**src/rtl/fp_mul_pipe.sv**
```systemverilog
// fp_mul_pipe: three-stage floating-point multiplier (decode, multiply, normalise/pack)
// with valid/ready flow control. Define FPMUL_RNE_EN for round-to-nearest-even; default truncates.
module fp_mul_pipe #(
  parameter int EXP_W    = 8,
  parameter int MAN_W    = 23,
  parameter int MAN_KEEP = 13,
  parameter int TAG_W    = 4
) (
  input  logic                   clk,
  input  logic                   rst,
  input  logic                   in_valid,
  output logic                   in_ready,
  input  logic [EXP_W+MAN_W:0]   in_a,
  input  logic [EXP_W+MAN_W:0]   in_b,
  input  logic [TAG_W-1:0]       in_tag,
  output logic                   out_valid,
  input  logic                   out_ready,
  output logic [EXP_W+MAN_W:0]   out_data,
  output logic [TAG_W-1:0]       out_tag
);

  localparam int DW = 1 + EXP_W + MAN_W;
  localparam int SW = MAN_KEEP + 1;
  localparam int PW = 2 * SW;
  localparam int FW = PW - 1;
  localparam int XW = EXP_W + 2;

  localparam logic        [XW-1:0]    BIAS     = XW'((2 ** (EXP_W - 1)) - 1);
  localparam logic signed [XW-1:0]    EXP_MAX  = XW'((2 ** EXP_W) - 1);
  localparam logic signed [XW-1:0]    EXP_ZERO = '0;
  localparam logic        [MAN_W-1:0] QNAN_MAN = MAN_W'(1) << (MAN_W - 1);

  typedef struct packed {
    logic             sign;
    logic             is_nan;
    logic             is_inf;
    logic             is_zero;
    logic [XW-1:0]    exp_sum;
    logic [TAG_W-1:0] tag;
  } meta_t;

  logic adv;
  logic v1_q, v2_q, v3_q;

  logic             sign_a, sign_b;
  logic [EXP_W-1:0] exp_a, exp_b;
  logic [MAN_W-1:0] man_a, man_b;
  logic             zero_a, zero_b, inf_a, inf_b, nan_a, nan_b;

  meta_t            meta1_d, meta1_q, meta2_q;
  logic [SW-1:0]    sig_a_d, sig_b_d, sig_a_q, sig_b_q;
  logic [PW-1:0]    prod_d, prod_q;

  logic                    msb;
  logic [FW-1:0]           frac;
  logic [FW+MAN_W:0]       ext;
  logic [MAN_W-1:0]        man_t, man_f;
  logic signed [XW-1:0]    exp_n, exp_f;
  logic [DW-1:0]           out_data_d, out_data_q;
  logic [TAG_W-1:0]        out_tag_d, out_tag_q;
`ifdef FPMUL_RNE_EN
  logic                    guard, sticky, round_up;
  logic [MAN_W:0]          man_r;
`endif

  // The whole pipeline moves as one; in_ready is the same term, unregistered.
  assign adv       = out_ready | ~out_valid;
  assign in_ready  = adv;
  assign out_valid = v3_q;
  assign out_data  = out_data_q;
  assign out_tag   = out_tag_q;

  // S1 decode: classify operands and form sign, exponent sum and kept significands.
  always_comb begin
    // NOTE: combinational blocks use blocking '=' so later lines see earlier results.
    {sign_a, exp_a, man_a} = in_a;
    {sign_b, exp_b, man_b} = in_b;
    zero_a = (exp_a == '0);
    zero_b = (exp_b == '0);
    inf_a  = (&exp_a) & ~(|man_a);
    inf_b  = (&exp_b) & ~(|man_b);
    nan_a  = (&exp_a) & (|man_a);
    nan_b  = (&exp_b) & (|man_b);

    meta1_d.sign    = sign_a ^ sign_b;
    meta1_d.is_nan  = nan_a | nan_b | (inf_a & zero_b) | (inf_b & zero_a);
    meta1_d.is_inf  = inf_a | inf_b;
    meta1_d.is_zero = zero_a | zero_b;
    meta1_d.exp_sum = {2'b00, exp_a} + {2'b00, exp_b};
    meta1_d.tag     = in_tag;

    sig_a_d = {1'b1, man_a[MAN_W-1 -: MAN_KEEP]};
    sig_b_d = {1'b1, man_b[MAN_W-1 -: MAN_KEEP]};
  end

  // S2 multiply.
  assign prod_d = PW'(sig_a_q) * PW'(sig_b_q);

  // S3 normalise, round and pack with special-case priority.
  always_comb begin
    msb   = prod_q[PW-1];
    frac  = msb ? prod_q[PW-2:0] : {prod_q[PW-3:0], 1'b0};
    ext   = {frac, {(MAN_W + 1){1'b0}}};
    man_t = MAN_W'(ext >> (FW + 1));
    exp_n = meta2_q.exp_sum - BIAS + XW'(msb);
`ifdef FPMUL_RNE_EN
    guard    = ext[FW];
    sticky   = |ext[FW-1:0];
    round_up = guard & (sticky | man_t[0]);
    man_r    = {1'b0, man_t} + (MAN_W + 1)'(round_up);
    // A carry-out leaves the fraction at zero and bumps the exponent.
    man_f    = man_r[MAN_W-1:0];
    exp_f    = exp_n + XW'(man_r[MAN_W]);
`else
    man_f = man_t;
    exp_f = exp_n;
`endif
    // NOTE: every combinational output gets a default first, so no latch is inferred.
    out_data_d = {meta2_q.sign, exp_f[EXP_W-1:0], man_f};
    out_tag_d  = meta2_q.tag;
    if (meta2_q.is_nan)
      out_data_d = {1'b0, {EXP_W{1'b1}}, QNAN_MAN};
    else if (meta2_q.is_inf || exp_f >= EXP_MAX)
      out_data_d = {meta2_q.sign, {EXP_W{1'b1}}, {MAN_W{1'b0}}};
    else if (meta2_q.is_zero || exp_f <= EXP_ZERO)
      out_data_d = {meta2_q.sign, {(DW - 1){1'b0}}};
  end

  always_ff @(posedge clk) begin
    // NOTE: sequential state uses non-blocking '<=' so all registers update together.
    if (rst) begin
      v1_q       <= 1'b0;
      v2_q       <= 1'b0;
      v3_q       <= 1'b0;
      out_data_q <= '0;
      out_tag_q  <= '0;
    end else if (adv) begin
      v1_q <= in_valid;
      v2_q <= v1_q;
      v3_q <= v2_q;
      if (v2_q) begin
        out_data_q <= out_data_d;
        out_tag_q  <= out_tag_d;
      end
    end
  end

  // NOTE: inner datapath registers have no reset; the valid bits qualify their contents.
  always_ff @(posedge clk) begin
    if (adv && in_valid) begin
      meta1_q <= meta1_d;
      sig_a_q <= sig_a_d;
      sig_b_q <= sig_b_d;
    end
    if (adv && v1_q) begin
      meta2_q <= meta1_q;
      prod_q  <= prod_d;
    end
  end

endmodule

```
**config.mk**
```make
export PLATFORM = sky130hd
export DESIGN_NAME = fp_mul_pipe
export DESIGN_NICKNAME = d
export VERILOG_FILES = /design/src/rtl/fp_mul_pipe.sv
export SDC_FILE = /design/constraint.sdc
export NUM_CORES = 1
export LEC_CHECK = 0
export ABC_AREA = 1
export CAP_MARGIN = 30
export CORE_MARGIN = 2
export CORE_UTILIZATION = 55
export DETAILED_ROUTE_END_ITERATION = 10
export GPL_ROUTABILITY_DRIVEN = 0
export PLACE_DENSITY = 0.77
export RECOVER_POWER = 25
export REMOVE_ABC_BUFFERS = 1
export SYNTH_ARGS = -nofsm -noshare
export SYNTH_HDL_FRONTEND = slang
export SYNTH_SLANG_ARGS = --single-unit
```
**constraint.sdc**
```tcl
create_clock -name clk -period 5.85 [get_ports clk]
set_input_delay 0.585 -clock clk [delete_from_list [all_inputs] [get_ports clk]]
set_output_delay 0.585 -clock clk [all_outputs]
set_load 0.05 [all_outputs]
```
==> results of run 1 <==
[cell usage after synthesis (2+ instances only)]
cell / instances / area [um2]
ha_1: 99 / 1240
buf_4: 2 / 15.0
and2_1: 2 / 12.5
o221ai_1: 2 / 17.5
fa_1: 142 / 2840
o21ai_0: 27 / 135
a31oi_1: 9 / 56.3
buf_2: 2 / 10.0
edfxtp_1: 85 / 2550
nor2_2: 4 / 25.0
nand3_1: 18 / 90.1
nand2_1: 334 / 1250
nor2_1: 56 / 210
a21oi_1: 59 / 295
nand3b_1: 2 / 15.0
xor2_1: 25 / 219
o31ai_1: 3 / 22.5
clkbuf_1: 38 / 143
a21boi_0: 2 / 15.0
nand4_1: 23 / 144
o21bai_1: 6 / 45.0
nor4_1: 14 / 87.6
a211oi_1: 6 / 45.0
nor3_1: 7 / 35.0
dfxtp_1: 39 / 781
or4_1: 2 / 15.0
buf_6: 2 / 22.5
nor2_4: 2 / 22.5
inv_1: 299 / 1120
o21ai_1: 2 / 10.0
xnor2_1: 10 / 87.6
a21o_1: 3 / 22.5
[final cells by class]
class	instances	area, um2
multi-input combinational	869	7070
clock inverter	14	111
timing repair buffer	141	1330
sequential	124	3330
fill	1698	7200
inverter	302	1130
clock buffer	18	429
tap	275	344
[metal layers]
metal	global-route usage, %	routed length (um)	share of wire, %	vias to the layer above
met1	31.5	11000	43	4275
met2	41.6	12300	48	295
met4	8.49	569	2.2	0
li1	-	-	-	4386
met3	3.99	1530	6.0	57
met5	0	0	0	-
[sequential cells by signal, summed over array words and instances, names as in the netlist]
| register | cells |
|---|---|
| out_data | 32 |
| out_valid | 1 |
| sig_a_q | 13 |
| meta1_q | 17 |
| meta2_q | 13 |
| prod_q | 25 |
| v2_q | 1 |
| out_tag | 4 |
| out_tag_d | 4 |
| v1_q | 1 |
| sig_b_q | 13 |
[how the worst max path moves through the flow]
stage                                from              endpoint  slack [ns]  cells after the start
floorplan           sig_a_q[10]$_DFFE_PP_  prod_q[21]$_DFFE_PP_        0.55                     22
global placement     sig_b_q[5]$_DFFE_PP_  prod_q[21]$_DFFE_PP_        0.32                     20
detailed placement   sig_b_q[2]$_DFFE_PP_  prod_q[21]$_DFFE_PP_        0.13                     22
CTS                  sig_b_q[2]$_DFFE_PP_  prod_q[21]$_DFFE_PP_        0.12                     22
global route         sig_b_q[2]$_DFFE_PP_  prod_q[20]$_DFFE_PP_        0.02                     20
finish               sig_a_q[4]$_DFFE_PP_  prod_q[20]$_DFFE_PP_        0.23                     19
[cell families (layout without fill, tap and decap cells)]
group	Yosys count	after routing	share of synthesized area (%)
and+or+nand+nor	467	467	16.5
buffers and inverters	346	475	11.3
adders and majority gates	241	241	34.8
AOI/OAI and AO/OA	126	126	6.28
DFF	124	124	28.4
xor gates and xnor gates	35	35	2.62
[power breakdown]
group          switching [W]  total, W  internal, W  leakage [nW]
registers          0.0000821   0.00141      0.00133          1.13
logic                0.00309   0.00510      0.00201          5.48
clock network       0.000409  0.000958     0.000549         0.267
[metrics by stage]
step | cell area (um2) | worst slack [ns] | total power, W | std cells | utilization [%]
floorplan | 11500 | 0.553 | 0.00524 | 1295 | -
global placement | 13100 | 0.324 | 0.00627 | 1702 | 62.7
detailed placement | 13100 | 0.132 | 0.00643 | 1702 | 62.7
CTS | 13700 | 0.123 | 0.00744 | 1734 | 65.3
global route | 13800 | 0.0238 | 0.00824 | 1743 | 65.6
finish | 13800 | 0.229 | 0.00747 | 1743 | 65.6
[worst max-delay path, delay by kind of cell (launching register included)]
family	cells	cell delay, ns
xor+xnor	1	0.18
simple gates	1	0.15
fa+ha+maj	7	3.26
buf+inv	5	0.26
flops	1	0.64
compound gates	5	0.87
[what timing repair did]
| item | 4_1_cts | 5_1_grt |
|---|---|---|
| gates resized for setup | 0 | 5 |
| setup buffers | 0 | 9 |
| endpoints found under the setup margin | 0 | 9 |
| hold buffers | 0 | 0 |
==> impl_metrics.csv, run 1 <==
group,metric,value,unit
global_routing,grt_pass1_wl,43.2,mm
outcome,violations,"capacitance limit, slew limit",
die,die_area,22500,um2
final_layout,drive_gt1_share,5.45,%
critical_path,slowest_stage,"edfxtp_1",
global_routing,overflow,0,
critical_path,required,6.01,ns
final_layout,nNetsFinal,1768,
clock_network,clock_sinks,124,
worst_hold_path,hp-start,"meta1_q[5]$_DFFE_PP_",
clock_network,cts_tree,"done",
die,pin_count,110,
logic_synthesis,ys_warn_count,0,
final_layout,synthToLayoutAreaGrowth,17.4,%
timing,clock_skew,0.00788,ns
die,core,21000,um2
timing,worst_pin_slew,2.21,ns
clock_network,clock_tree.root_cell,"clkbuf_16",
detailed_routing,drt_iter0_drc,473,
clock_network,cts_made_buffers,17,
clock_network,clk_pin_slew,0.06,ns
global_routing,grt_util_all_layers,24.4,%
critical_path,crit_type,"reg2reg",
logic_synthesis,ys_ff_latch,124,
detailed_routing,dr_total_vias,9013,
placed_design,io_buffer_count,109,
critical_path,r2r-end,"prod_q[20]$_DFFE_PP_",
run,maxCapViolations,1,
detailed_routing,avgRoutedWirePerCell,14.6,um
timing,period_needed,5.62,ns
critical_path,cp_data_arrival_time,5.78,ns
final_layout,most-common-layout-cells,"334 x nand2_1, 298 x inv_1, 142 x fa_1",
power,p_per_area,543,nW/um2
die,die_y,150,um
logic_synthesis,synth_cell_types,45,
worst_hold_path,holdPathEnd,"meta2_q[5]$_DFFE_PP_",
critical_path,r2r-start,"sig_a_q[4]$_DFFE_PP_",
clock_network,cts_buffer_depth,2,
power,peakVddDrop,0.492,mV
critical_path,crit_path_start_kind,"flip-flop",
worst_hold_path,hp-class,"reg2reg",
critical_path,crit_top_cell,"fa_1",
timing,final.period_utilization,96.1,%
clock_network,clk_latency,0.42,ns
logic_synthesis,synth_ff_type,"edfxtp_1",
timing,hold_viol_final,0,
logic_synthesis,syn-cell-area,11700,um2
timing,fmax,0.178,GHz
final_layout,n_antenna_cell,0,
logic_synthesis,synth_edf_count,85,
die,initial_core_util,55.9,%
timing,timing.hold.ws,0.415,ns
detailed_routing,drtPass1Iterations,5,
die,rows,53,
worst_hold_path,min_path_cells,0,
die,chipWidth,150,um
detailed_routing,drt_wl_total,25.4,mm
global_routing,grt_pass1_vias,9204,
placed_design,hpwl,20.4,mm
detailed_routing,viasPerCell,5.17,
critical_path,end_kind,"flip-flop",
detailed_routing,post-route-drc-count,0,
critical_path,cp_max_fo,14,
clock_network,htree_levels,4,
power,p_leak,6.88,nW
logic_synthesis,ys_seq_area_share,28.4,%
detailed_routing,final_antenna_net_count,0,
timing,slew_viol_final,43,
critical_path,reg2reg_slack,0.23,ns
critical_path,r2r_cells,19,
timing,relSlewSlack,-47.5,%
timing,setup-tns-final,0,ns
logic_synthesis,avgSynthCellArea,8.75,um2
critical_path,path_cells,"nand2_1, inv_1, fa_1, inv_1, fa_1, inv_1, fa_1, fa_1, fa_1, inv_1, fa_1, inv_1, ha_1, a21oi_1, a21boi_1, o21bai_1, a21oi_2, o21ai_0, xor2_1",
critical_path,crit_path_max_incr_delay,0.64,ns
global_routing,grt_max_degree,44,
timing,setup-violations-final,0,
global_routing,antenna_found_initial,0,
outcome,status,"finished, violations left",
logic_synthesis,async_reset_ff_share,0,%
final_layout,layout_commonest_cell,"nand2_1",
logic_synthesis,synth_cells,1339,
timing,rsz0062_at_grt,"false",
Power figures use the tool's default switching activity.
==> inputs of run 2 (changes only) <==
Settings changed: CORE_MARGIN 2 to 1, GPL_TIMING_DRIVEN set to 0.
==> impl_metrics.csv, run 2 (same netlist as run 1, synthesis figures left out) <==
group,metric,value,unit
detailed_routing,final_antenna_net_count,0,
detailed_routing,drtPass1Iterations,5,
clock_network,clock_sinks,124,
detailed_routing,viasPerCell,5.16,
global_routing,overflow,0,
clock_network,clock_tree.root_cell,"clkbuf_16",
critical_path,crit_type,"reg2reg",
critical_path,required,6.01,ns
timing,setup-violations-final,0,
final_layout,most-common-layout-cells,"334 x nand2_1, 298 x inv_1, 142 x fa_1",
clock_network,clk_pin_slew,0.06,ns
die,core,21000,um2
die,chipWidth,148,um
critical_path,crit_path_start_kind,"flip-flop",
critical_path,slowest_stage,"edfxtp_1",
timing,fmax,0.177,GHz
placed_design,dp_cells,1679,
clock_network,htree_levels,4,
power,p_per_area,536,nW/um2
worst_hold_path,hp-class,"reg2reg",
global_routing,grt_util_all_layers,24.5,%
critical_path,end_kind,"flip-flop",
critical_path,path_cells,"buf_4, nand2_1, inv_1, fa_1, inv_1, fa_1, inv_1, fa_1, fa_1, fa_1, inv_1, fa_1, inv_1, ha_1, a21oi_1, a21boi_0, o21bai_1, a21oi_2, o21ai_0, xor2_1",
critical_path,cp_max_fo,8,
timing,timing.hold.ws,0.421,ns
outcome,violations,"capacitance limit, slew limit",
global_routing,grt_pass1_vias,9085,
die,rows,53,
critical_path,crit_top_cell,"fa_1",
worst_hold_path,hp-start,"meta1_q[3]$_DFFE_PP_",
timing,clock_skew,0.0115,ns
critical_path,cp_data_arrival_time,5.82,ns
outcome,status,"finished, violations left",
power,peakVddDrop,0.409,mV
placed_design,hpwl,18.9,mm
clock_network,clk_latency,0.42,ns
die,die_y,148,um
final_layout,n_antenna_cell,0,
die,die_area,21900,um2
final_layout,nNetsFinal,1796,
placed_design,preCtsSetupSlack,-0.0586,ns
clock_network,cts_made_buffers,17,
detailed_routing,drt_iter0_drc,603,
final_layout,drive_gt1_share,7.42,%
detailed_routing,drt_wl_total,25.3,mm
critical_path,r2r-start,"sig_b_q[3]$_DFFE_PP_",
die,pin_count,110,
placed_design,io_buffer_count,109,
power,p_leak,7.02,nW
timing,finalWorstSetupSlack,0.185,ns
global_routing,antenna_found_initial,0,
critical_path,critPathLaunch,"sig_b_q[3]$_DFFE_PP_",
run,maxCapViolations,1,
timing,final.period_utilization,96.8,%
final_layout,stdcell_count,1771,
final_layout,largest_reg_flops,32,
timing,relSlewSlack,-2.55,%
clock_network,hold_buffers,0,
detailed_routing,avgRoutedWirePerCell,14.3,um
timing,hold_viol_final,0,
clock_network,cts_buffer_depth,2,
final_layout,layout_commonest_cell,"nand2_1",
clock_network,cts_tree,"done",
final_layout,synthToLayoutAreaGrowth,19.3,%
timing,worst_pin_slew,1.54,ns
detailed_routing,post-route-drc-count,0,
global_routing,grt_max_degree,44,
detailed_routing,dr_total_vias,9132,
timing,slew_viol_final,43,
critical_path,crit_path_max_incr_delay,0.54,ns
global_routing,grt_pass1_wl,42.5,mm
timing,setup-tns-final,0,ns
final_layout,utilization,66.7,%
die,initial_core_util,55.9,%
timing,period_needed,5.66,ns
==> run 2: routing by layer <==
metal,track usage (%),vias up,wire length (um)
li1,-,4446,-
met1,32.5,4344,11300
met2,41.1,304,12100
met3,4.32,38,1500
met4,6.91,0,443
met5,0,-,0
==> run 2: worst max-delay path: cells and delay by family, from the launching register on <==
kind,cells,cell delay (ns)
compound gates,5,0.88
xor+xnor,1,0.17
fa+ha+maj,7,3.28
buf+inv,6,0.46
flops,1,0.54
simple gates,1,0.06
==> run 2: what timing repair did <==
| item | in CTS | in global routing |
|---|---|---|
| setup buffers | 9 | 50 |
| setup endpoints to repair | 3 | 13 |
| resized for setup | 1 | 5 |
==> run 2: metrics by stage <==
step	cell area, um2	total power [W]
floorplan	11500	0.00524
global route	14000	0.00827
CTS	13600	0.00741
detailed placement	13000	0.00640
finish	14000	0.00749
global placement	13000	0.00625
==> run 2: power breakdown <==
group / switching [W] / internal, W / total (W)
Combinational: 0.00308 / 0.00204 / 0.00512
Clock: 0.000407 / 0.000548 / 0.000955
Sequential: 0.0000808 / 0.00133 / 0.00141
Total: 0.00357 / 0.00392 / 0.00749
==> run 2: cell type report <==
class	count	area (um2)
clock buffers	18	429
clock inverters	14	109
fillers	1661	6970
inverters	302	1130
multi-input cells	869	7090
flip-flops and latches	124	3330
well taps	275	344
repair buffers	169	1550
==> run 2: path summary, 6_finish.rpt <==
kind	to	slack, ns	depth (start not counted)
max reg2reg	prod_q[20]$_DFFE_PP_	0.19	20
max	prod_q[20]$_DFFE_PP_	0.19	20
min reg2reg	out_tag_d[3]$_DFFE_PP_	0.42	0
min	out_tag_d[3]$_DFFE_PP_	0.42	0
==> inputs of run 3 (changes only) <==
Settings changed: PLACE_DENSITY 0.77 to 0.79.
==> impl_metrics.csv, run 3 (same netlist as run 1, synthesis figures left out) <==
group,metric,value,unit
global_routing,antenna_found_initial,0,
timing,final.period_utilization,98.4,%
outcome,status,"finished, violations left",
critical_path,cp_data_arrival_time,5.93,ns
detailed_routing,avgRoutedWirePerCell,14.4,um
critical_path,crit_type,"reg2reg",
final_layout,n_antenna_cell,0,
clock_network,hold_buffers,0,
final_layout,seq_area,3330,um2
final_layout,fin_area,13900,um2
timing,slew_viol_final,43,
clock_network,cts_made_buffers,17,
die,die_y,148,um
final_layout,most-common-layout-cells,"333 x nand2_1, 298 x inv_1, 142 x fa_1",
critical_path,required,6.03,ns
timing,clock_skew,0.00872,ns
clock_network,clock_tree.root_cell,"clkbuf_16",
power,peakVddDrop,0.480,mV
power,power_frac_seq,18.7,%
detailed_routing,drt_iter0_drc,517,
die,core,21000,um2
clock_network,clk_latency,0.43,ns
global_routing,grt_pass1_wl,42.7,mm
power,p_total,0.00757,W
timing,worst_pin_slew,1.58,ns
placed_design,preCtsSetupSlack,-0.0865,ns
timing,fmax,0.174,GHz
outcome,violations,"capacitance limit, slew limit",
die,initial_core_util,55.9,%
critical_path,cp_max_fo,14,
detailed_routing,viasPerCell,5.21,
final_layout,multi_input_area,7100,um2
global_routing,grt_max_degree,44,
critical_path,crit_path_start_kind,"flip-flop",
final_layout,largest_reg_flops,32,
timing,finalWorstSetupSlack,0.0961,ns
power,p_sw,0.00363,W
global_routing,overflow,0,
global_routing,grt_pass1_vias,9299,
clock_network,clk_pin_slew,0.06,ns
die,die_area,21900,um2
clock_network,clock_sinks,124,
die,chipWidth,148,um
detailed_routing,dr_total_vias,9178,
final_layout,drive_gt1_share,7.00,%
run,maxCapViolations,1,
final_layout,fillerInstances,1664,
critical_path,end_kind,"flip-flop",
detailed_routing,final_antenna_net_count,0,
timing,hold_viol_final,0,
timing,setup-tns-final,0,ns
power,p_per_area,543,nW/um2
timing,period_needed,5.75,ns
die,pin_count,110,
power,swShare,48.0,%
placed_design,hpwl,18.7,mm
detailed_routing,post-route-drc-count,0,
placed_design,io_buffer_count,109,
clock_network,htree_levels,4,
timing,relSlewSlack,-5.62,%
worst_hold_path,hp-class,"reg2reg",
timing,rsz0062_at_grt,"true",
power,power.share.clock,12.5,%
clock_network,cts_buffer_depth,2,
timing,setup-violations-final,0,
global_routing,grt_util_all_layers,24.6,%
power,pwr-share-comb,68.8,%
power,internal_power,0.00394,W
final_layout,nNetsFinal,1785,
timing,timing.hold.ws,0.422,ns
die,rows,53,
clock_network,cts_tree,"done",
final_layout,synthToLayoutAreaGrowth,18.8,%
final_layout,layout_commonest_cell,"nand2_1",
power,p_leak,6.98,nW
detailed_routing,drtPass1Iterations,7,
detailed_routing,drt_wl_total,25.3,mm
placed_design,placed_cell_area,13000,um2
[run 3: final timing paths]
kind	depth (start not counted)	from	to	slack, ns
setup / recovery	20	sig_b_q[10]$_DFFE_PP_	prod_q[21]$_DFFE_PP_	0.1
hold reg to reg	0	meta1_q[7]$_DFFE_PP_	meta2_q[7]$_DFFE_PP_	0.42
hold / removal	0	meta1_q[7]$_DFFE_PP_	meta2_q[7]$_DFFE_PP_	0.42
setup reg to reg	20	sig_b_q[10]$_DFFE_PP_	prod_q[21]$_DFFE_PP_	0.1
[run 3: critical path, cell delays in order (launching register included)]
cell	delay [ns]
edfxtp_1	0.77
nand2_1	0.17
fa_1	0.42
fa_1	0.48
fa_1	0.55
inv_1	0.05
fa_1	0.45
fa_1	0.49
inv_1	0.05
fa_1	0.47
inv_1	0.04
ha_2	0.38
nand2_1	0.13
nor2_1	0.23
o21ai_0	0.18
nand2_1	0.14
a21oi_2	0.06
o21ai_1	0.23
nand2_1	0.08
nand2_1	0.08
xor2_1	0.07
[run 3: metrics by stage]
step                std cells  util [%]
floorplan                1295         -
detailed placement       1679      61.9
finish                   1760      66.5
global placement         1679      61.9
CTS                      1726      65.0
global route             1760      66.5
[run 3: power by group through the flow]
stage | clock [W] | combinational, W | sequential (W)
floorplan | 0 | 0.00380 | 0.00144
global placement | 0 | 0.00478 | 0.00145
detailed placement | 0 | 0.00491 | 0.00145
CTS | 0.000956 | 0.00497 | 0.00143
global route | 0.000997 | 0.00593 | 0.00143
finish | 0.000948 | 0.00520 | 0.00141
[run 3: cell type report]
type | count | area share, %
multi-input cells | 869 | 51.0
flip-flops and latches | 124 | 23.9
repair buffers | 158 | 10.6
inverters | 302 | 8.15
clock buffers | 18 | 3.08
well taps | 275 | 2.47
clock inverters | 14 | 0.799
[run 3: timing repair]
action | CTS | global route
resized for setup | 0 | 11
setup endpoints to repair | 4 | 14
buffers inserted | 15 | 34
endpoints found under the hold margin | 0 | 0
[run 3: metal layers]
metal / share of wire, % / track usage, %
met4: 2.2 / 9.18
met1: 43 / 31.4
met2: 48 / 41.4
met3: 6.8 / 4.66
met5: 0 / 0
